==> src/rtl/multiplicador_pkg.sv <==
// Shared types for the Booth multiplier: FSM states and Booth step encoding.
// No logic of its own; latency and backpressure are defined by the users.
// Early termination (MULT_EARLY_TERM_EN) does not change these types.
package multiplicador_pkg;

    typedef enum logic [1:0] {
        IDLE,
        CALC,
        SHIFT,
        DONE
    } estado_t;

    typedef enum logic [1:0] {
        NOP,
        ADD,
        SUB
    } op_booth_t;

    // Radix-2 Booth recoding of {Q[0], q_-1}
    function automatic op_booth_t decodifica_op(input logic [1:0] par);
        case (par)
            2'b10:   return SUB;
            2'b01:   return ADD;
            default: return NOP;
        endcase
    endfunction

endpackage

==> src/rtl/booth_camino_datos.sv <==
// Booth A/Q/M/q_-1 datapath: add/sub unit, arithmetic shifter, step counter.
// One register update per cycle as commanded by the FSM; no backpressure.
// MULT_EARLY_TERM_EN adds a variable shift by the remaining step count.
module booth_camino_datos
    import multiplicador_pkg::*;
#(
    parameter int WIDTH = 8
) (
    input  logic                 clk,
    input  logic                 reset,
    input  logic                 signo,
    input  logic [WIDTH-1:0]     multiplicando,
    input  logic [WIDTH-1:0]     multiplicador,
    input  logic                 carga_a,
    input  logic                 carga_q,
    input  logic                 carga_m,
    input  logic                 desplaza,
    input  logic                 resta,
`ifdef MULT_EARLY_TERM_EN
    input  logic                 salta,
    output logic                 sin_trabajo,
`endif
    output logic [1:0]           par,
    output logic                 ultimo,
    output logic [2*WIDTH-1:0]   producto
);

    localparam int N  = WIDTH + 1;
    localparam int CW = $clog2(WIDTH + 2);
    localparam logic [CW-1:0] CNT_INI = CW'(N);

    logic [N-1:0]  a, q, m;
    logic          qm1;
    logic [CW-1:0] cnt;
    logic [N-1:0]  suma;
    logic [2*N:0]  v1, vs;

    assign suma = resta ? (a - m) : (a + m);
    assign v1   = {a[N-1], a, q};

`ifdef MULT_EARLY_TERM_EN
    logic [2*N:0] v;
    logic [N:0]   vec, mask;

    assign v  = {a, q, qm1};
    assign vs = salta ? ($signed(v) >>> cnt) : v1;

    // Remaining Booth pairs are all no-ops when the unconsumed bits are uniform
    always_comb begin
        vec         = {q, qm1};
        mask        = {(N+1){1'b1}} >> (CNT_INI - cnt);
        sin_trabajo = ((vec & mask) == '0) || ((vec & mask) == mask);
    end
`else
    assign vs = v1;
`endif

    assign par      = {q[0], qm1};
    assign ultimo   = (cnt == CW'(1));
    assign producto = vs[2*WIDTH:1];

    always_ff @(posedge clk) begin
        if (!reset) begin
            a   <= '0;
            q   <= '0;
            m   <= '0;
            qm1 <= 1'b0;
            cnt <= '0;
        end else begin
            if (carga_m)
                m <= {signo & multiplicando[WIDTH-1], multiplicando};
            if (carga_q) begin
                q   <= {signo & multiplicador[WIDTH-1], multiplicador};
                qm1 <= 1'b0;
                cnt <= CNT_INI;
                a   <= '0;
            end else if (carga_a) begin
                a <= suma;
            end else if (desplaza) begin
                {a, q, qm1} <= vs;
`ifdef MULT_EARLY_TERM_EN
                cnt <= salta ? '0 : cnt - CW'(1);
`else
                cnt <= cnt - CW'(1);
`endif
            end
        end
    end

endmodule

==> src/rtl/multiplicador_booth.sv <==
// Sequential radix-2 Booth multiplier, signed/unsigned selectable per request.
// Latency 2*WIDTH+2 cycles from accept to Fin; start is ignored while ocupado.
// MULT_EARLY_TERM_EN: skip trailing no-op steps (latency 2k+1), same results.
module multiplicador_booth
    import multiplicador_pkg::*;
#(
    parameter int WIDTH = 8
) (
    input  logic                 clk,
    input  logic                 reset,
    input  logic                 start,
    input  logic                 signo,
    input  logic [WIDTH-1:0]     multiplicando,
    input  logic [WIDTH-1:0]     multiplicador,
    output logic [2*WIDTH-1:0]   resultado,
    output logic                 ocupado,
    output logic                 Fin
);

    estado_t             estado, estado_sig;
    op_booth_t           op;
    logic                carga_a, carga_q, carga_m, desplaza, resta, escribe;
    logic                ultimo;
    logic [1:0]          par;
    logic [2*WIDTH-1:0]  producto;
`ifdef MULT_EARLY_TERM_EN
    logic                salta, sin_trabajo;
`endif

    booth_camino_datos #(.WIDTH(WIDTH)) u_camino (
        .clk           (clk),
        .reset         (reset),
        .signo         (signo),
        .multiplicando (multiplicando),
        .multiplicador (multiplicador),
        .carga_a       (carga_a),
        .carga_q       (carga_q),
        .carga_m       (carga_m),
        .desplaza      (desplaza),
        .resta         (resta),
`ifdef MULT_EARLY_TERM_EN
        .salta         (salta),
        .sin_trabajo   (sin_trabajo),
`endif
        .par           (par),
        .ultimo        (ultimo),
        .producto      (producto)
    );

    always_ff @(posedge clk) begin
        if (!reset) begin
            estado    <= IDLE;
            resultado <= '0;
        end else begin
            estado <= estado_sig;
            if (escribe)
                resultado <= producto;
        end
    end

    always_comb begin
        estado_sig = estado;
        carga_a    = 1'b0;
        carga_q    = 1'b0;
        carga_m    = 1'b0;
        desplaza   = 1'b0;
        resta      = 1'b0;
        escribe    = 1'b0;
`ifdef MULT_EARLY_TERM_EN
        salta      = 1'b0;
`endif
        op         = decodifica_op(par);
        case (estado)
            IDLE: begin
                if (start) begin
                    carga_m    = 1'b1;
                    carga_q    = 1'b1;
                    estado_sig = CALC;
                end
            end
            CALC: begin
                carga_a    = (op != NOP);
                resta      = (op == SUB);
                estado_sig = SHIFT;
`ifdef MULT_EARLY_TERM_EN
                if (sin_trabajo) begin
                    carga_a    = 1'b0;
                    resta      = 1'b0;
                    desplaza   = 1'b1;
                    salta      = 1'b1;
                    escribe    = 1'b1;
                    estado_sig = DONE;
                end
`endif
            end
            SHIFT: begin
                desplaza = 1'b1;
                if (ultimo) begin
                    escribe    = 1'b1;
                    estado_sig = DONE;
                end else begin
                    estado_sig = CALC;
                end
            end
            DONE:    estado_sig = IDLE;
            default: estado_sig = IDLE;
        endcase
    end

    assign ocupado = (estado != IDLE);
    assign Fin     = (estado == DONE);

endmodule

==> config.mk <==
export PLATFORM = sky130hd
export DESIGN_NAME = multiplicador_booth
export DESIGN_NICKNAME = d
export VERILOG_FILES = /design/src/rtl/multiplicador_pkg.sv /design/src/rtl/booth_camino_datos.sv /design/src/rtl/multiplicador_booth.sv
export SDC_FILE = /design/constraint.sdc
export NUM_CORES = 1
export LEC_CHECK = 0
export CAP_MARGIN = 5
export CORE_MARGIN = 8
export CORE_UTILIZATION = 55
export CTS_CLUSTER_DIAMETER = 150
export DETAILED_ROUTE_END_ITERATION = 12
export HOLD_SLACK_MARGIN = 0.06
export PLACE_DENSITY = 0.79
export SLEW_MARGIN = 20
export SYNTH_ARGS = -nofsm -noshare
export SYNTH_HDL_FRONTEND = slang
export SYNTH_HIERARCHICAL = 1
export SYNTH_SLANG_ARGS = --single-unit
==> constraint.sdc <==
create_clock -name clk -period 3.6 [get_ports clk]
set_clock_uncertainty 0.15 [all_clocks]
set_input_delay 0.72 -clock clk [delete_from_list [all_inputs] [get_ports clk]]
set_output_delay 0.72 -clock clk [all_outputs]
set_load 0.01 [all_outputs]
## Word-level counts from Yosys, hierarchy flattened

Cells that the tools add are included.

| operators by class | value |
|---|---|
| bitwise gates (word level) | 4 |
| eq/ne operators | 9 |
| mux-type cells | 20 |
| reductions and logical operators | 8 |
| add/sub/neg operators | 3 |

Operators by type and width:

| operator | number |
|---|---|
| 2-to-1 mux 9 bit | 5 |
| 2-to-1 mux 4 bit | 3 |
| adder 9 bit | 1 |
| subtractor 9 bit | 1 |
| == test 2 bit (second input constant) | 4 |
| 2-to-1 mux 8 bit | 1 |
| one-hot mux 2 bit (4 select lines) | 1 |
| nonzero test 2 bit | 4 |
| 2-to-1 mux 1 bit | 7 |
| == test 2 x 1 -> 1 bit (second input constant) | 2 |
| == test 4 x 1 -> 1 bit (second input constant) | 1 |
| 2-to-1 mux 2 bit | 2 |
| one-hot mux 2 bit (2 select lines) | 1 |
| AND reduction 2 bit | 2 |
| subtractor 4 x 1 -> 4 bit (second input constant) | 1 |
| bitwise AND 1 bit | 2 |
| logical NOT 2 bit | 1 |
| inequality test 2 x 1 -> 1 bit (second input constant) | 1 |
| inequality test 2 bit (second input constant) | 1 |
| inverter 1 bit | 2 |
| OR reduction 2 bit | 1 |

| storage, ports and cells | value |
|---|---|
| input port bits | 20 |
| word-level logic and storage cells | 53 |
| flip-flop bits (word level) | 50 |
| output and inout port bits | 18 |

## Longest topological paths before layout

| logic depth | value |
|---|---|
| word-level depth | 6 |
| gate-level depth with buffers | 14 |

## Hierarchy

The synthesis kept the hierarchy.

Modules (own cells, without submodules):

| module | instances | area each (sq um) | sequential area each (sq um) | cells each |
|---|---|---|---|---|
| booth_camino_datos | 1 | 1995.7 | 640.6 | 228 |
| multiplicador_booth | 1 | 778.2 | 360.3 | 86 |

## Least setup slack after synthesis

OpenSTA, ideal clock, no wires.

| path | value |
|---|---|
| path type | register to register |
| from | reg u_camino.qm1 |
| to | reg u_camino.a[7] |
| library setup time | 0.133 ns |
| setup slack | 0.723 ns |
| period minus slack after synthesis | 2.877 ns |
| required time | 3.317 ns |
| stages on the path, launching flop included | 14 |
| data arrival time | 2.594 ns |
| cell sequence | dfxtp_1 -> buf_4 -> inv_1 -> ha_1 -> and2_1 -> clkbuf_1 -> mux2i_1 -> ha_1 -> nor2b_1 -> o21a_1 -> o211a_1 -> or4_1 -> nand3_1 -> a21oi_1 |

| on the way | value |
|---|---|
| word-level cells in the longest chain between the ends | 6 |

Ends and longest elaborated chain:

| what | line | RTL |
|---|---|---|
| start: declaration | booth_camino_datos.sv:33 | `logic qm1;` |
| start signal: assignment | booth_camino_datos.sv:80 | `{a, q, qm1} <= vs;` |
| == test 2 x 1 -> 1 bit / == test 2 bit (equally long branches) | multiplicador_pkg.sv:21 | `case (par)` |
| one-hot mux 2 bit (2 select lines) * | multiplicador_pkg.sv:21 |  |
| == test 2 bit * | multiplicador_booth.sv:83 | `resta = (op == SUB);` |
| 2-to-1 mux 1 bit * | multiplicador_booth.sv:73 | `case (estado)` |
| net resta | multiplicador_booth.sv:22 | `logic carga_a, carga_q, carga_m, desplaza, resta, escribe;` |
| 2-to-1 mux 9 bit * | booth_camino_datos.sv:38 | `assign suma = resta ? (a - m) : (a + m);` |
| 2-to-1 mux 9 bit * | booth_camino_datos.sv:77 | `end else if (carga_a) begin` |
| end signal: assignment | booth_camino_datos.sv:78 | `a <= suma;` |
| end signal: assignment | booth_camino_datos.sv:80 |  |
| end: declaration | booth_camino_datos.sv:32 | `logic [N-1:0] a, q, m;` |

Mark *: on every way through the listed nets, which the timed path passes. The rest lies on a longest branch. The select of a mux whose other input is x is not followed.
A chain may end at the register's enable or synchronous reset.

## Worst setup path in the final report

| path | value |
|---|---|
| from | reg estado[0] |
| to | reg u_camino.a[7] |

| on the way | value |
|---|---|
| word-level cells in the longest chain between the ends | 4 |

Ends and longest elaborated chain:

| what | line | RTL |
|---|---|---|
| start: declaration | multiplicador_booth.sv:20 | `estado_t estado, estado_sig;` |
| start signal: assignment | multiplicador_booth.sv:55 | `estado <= estado_sig;` |
| == test 2 x 1 -> 1 bit | multiplicador_booth.sv:73 |  |
| 2-to-1 mux 1 bit | multiplicador_booth.sv:73 |  |
| net resta | multiplicador_booth.sv:22 |  |
| 2-to-1 mux 9 bit | booth_camino_datos.sv:38 |  |
| 2-to-1 mux 9 bit | booth_camino_datos.sv:77 |  |

The timed path passes the listed nets, and every way through them passes these cells. The select of a mux whose other input is x is not followed.

==> results.tsv <==
metric	value	unit
most used flip-flop cell after synthesis	dfxtp_1	
Worst-Margin Slew	0.995	ns
crit-path cells	nor2b_1 -> and2_1 -> mux2i_1 -> ha_1 -> nor2b_1 -> o21a_1 -> o211a_1 -> or4_1 -> nand3_1 -> a21oi_1	
clock latency on the worst-skew pair	0.30	ns
R2R setup slack	0.61	ns
Fin. Hold Viols	0	
Worst Hold Class	flip-flop to flip-flop	
P_leak	1.15	nW
IO Count	38	
RSZ-0062 raised after global routing	false	
VDD IR max	0.000285	V
worst r2r src	estado[0]	
Worst EP arrival	3.01	ns
Critical Path Start	estado[0]	
Slew Limit Fails	0	
period utilisation layout	0.830	
Synth Instances	314	
drt total wl	5450	µm
Buf/Inv on CP	0	
CTS root buf	clkbuf_8	
Die Span Y	87.0	µm
minimum clock period	2.99	ns
Storage cell area	1000	µm²
r2r worst-path depth	10	
slew margin rel.	0.337	
Max FO, Critical Path	8	
nets	368	
row cnt	26	
top cells by area, synth	dfxtp_1 36%, mux2i_1 14%, nand2_1 6.2%, ha_1 5.4%, nor2b_1 3.6%	
setup bufs post-CTS	0	
critical path type	flip-flop to flip-flop	
final setup fails	0	
setup TNS	0	ns
Syn Area/Cell	8.83	µm²
routed length per instance	13.4	µm
Inserted Diodes	0	
largest net degree at the start of global routing	37	
Warnings, synthesis	6	
first-pass GRT wire length	9160	µm
buffer depth of the longest clock path	2	
Setup crit end kind	flip-flop	
Worst EP required	3.62	ns
DRC viols	0	
drt first-iter violations	71	
cell family with most CP delay	simple AND/OR/NAND/NOR gates	
CTS tree	done	
design area	3200	µm²
largest stage delay on the critical path	0.46	ns
number of cells on the critical path	10	
Final HPWL DP	4190	µm
count of cell types in the netlist	42	
drt pass-1 iters	4	
post-CTS resize count	0	
Post-CTS Hold Fix Bufs	0	
most numerous cell in the Yosys netlist	dfxtp_1	
fin util	0.642	
Synth area leader	dfxtp_1	
Yosys top cell area share	0.361	
crit path to	u_camino/a[7]	
r2r endpoint	u_camino/a[7]	
Clock Sinks	50	
GRT Overall Usage	0.151	
H-tree Lvls	2	
multi-input logic area	1570	µm²
Fill cells	442	
global route overflow	0	
vias in the first global route	1983	
Layout area overhead	15.2	%
Via density	5.14	
most used cell, CP	nor2b_1	
CTS buffer count	5	
Fmax	335	MHz
Die X	87.0	µm
pwr/cell area	379	nW/µm²
Clock transition at path regs	0.09	ns
Initial Util	0.557	
initial antenna violation count	0	
crit path launch type	flip-flop	
sequential fraction of the synthesis area	0.361	
Synth top cells by count	50 x dfxtp_1, 46 x nand2_1, 39 x mux2i_1	
Slowest-stage cell, CP	or4_1	
DIE AREA	7570	µm²
IO buf count	37	
Via Count	2085	
max-cap viol count	0	
Core Footprint	4980	µm²
FF+latch count, synth	50	
Post-DP Area	3100	µm²
layout cells sized above 1	0.0506	
DRT antenna net count	0	
Synth Cell Area	2770	µm²
ys async rst share	0	
Final Power	1.21	mW
status	complete, no violations	
net count after synthesis	347	
GPL Wtd Cong	0.854	
EDFF count, synth	0	
Fin Hold WS	0.308	ns
==> cell type report <==
cell class,instances,area share
multi-input combinational,226,0.492
sequential,50,0.313
tap,70,0.0274
timing repair buffer,41,0.125
clock inverter,1,0.00274
clock buffer,7,0.0270
inverter,11,0.0129
==> power breakdown <==
part / leakage [nW] / switching [mW] / internal (mW) / total [mW]
Sequential: 0.407 / 0.0207 / 0.573 / 0.593
Clock: 0.0489 / 0.181 / 0.159 / 0.340
Combinational: 0.699 / 0.141 / 0.137 / 0.277
==> metrics by stage <==
step / instances / setup slack [ns]
finish: 406 / 0.612
global route: 406 / 0.374
CTS: 406 / 0.594
detailed placement: 398 / 0.614
global placement: 398 / 0.695
floorplan: 314 / 0.723
==> tightest hold or removal path, delay by kind of cell, from the launching register on <==
| kind | cells | cell delay [ns] |
|---|---|---|
| AND/OR/NAND/NOR | 1 | 0.05 |
| multiplexers | 1 | 0.05 |
| flip-flops | 1 | 0.32 |
==> how the worst min path moves through the flow <==
stage,slack [ns],end,startpoint,depth (start not counted)
after floorplan,0.30,estado[0],estado[0],1
after detailed placement,0.30,resultado[14],resultado[14],2
after global routing,0.33,resultado[5],resultado[5],2
final,0.31,resultado[14],resultado[14],2
after global placement,0.29,resultado[8],resultado[8],2
after CTS,0.31,resultado[8],resultado[8],2
==> metal layers <==
layer,vias to the layer above,share of wire,global-route usage
li1,1086,-,-
met1,963,0.50,0.196
met2,29,0.45,0.242
met3,7,0.038,0.0330
met4,0,0.012,0.0485
met5,-,0,0
==> cells by family after synthesis <==
| kind of cell | synth area share |
|---|---|
| and+or+nand+nor | 0.201 |
| DFF | 0.361 |
| AOI/OAI and AO/OA | 0.116 |
| muxes | 0.141 |
| buffers and inverters | 0.0735 |
| xor gates and xnor gates | 0.0469 |
| adders and majority gates | 0.0613 |
==> registers in the layout, summed over array words and instances (netlist names) <==
| signal | count |
|---|---|
| estado | 2 |
| resultado | 16 |
| u_camino/a | 9 |
| u_camino/cnt | 4 |
| u_camino/m | 9 |
| u_camino/q | 9 |
| u_camino/qm1 | 1 |
==> cells in the final DEF (no fill, tap or decap), drive strengths merged, types with 16 or more instances in the layout <==
master	netlist	layout
clkdlybuf4s50	0	37
dfxtp	50	50
mux2i	39	39
nand2	46	46
nor2	17	17
nor2b	16	16
(Power assumes the default switching activity.)
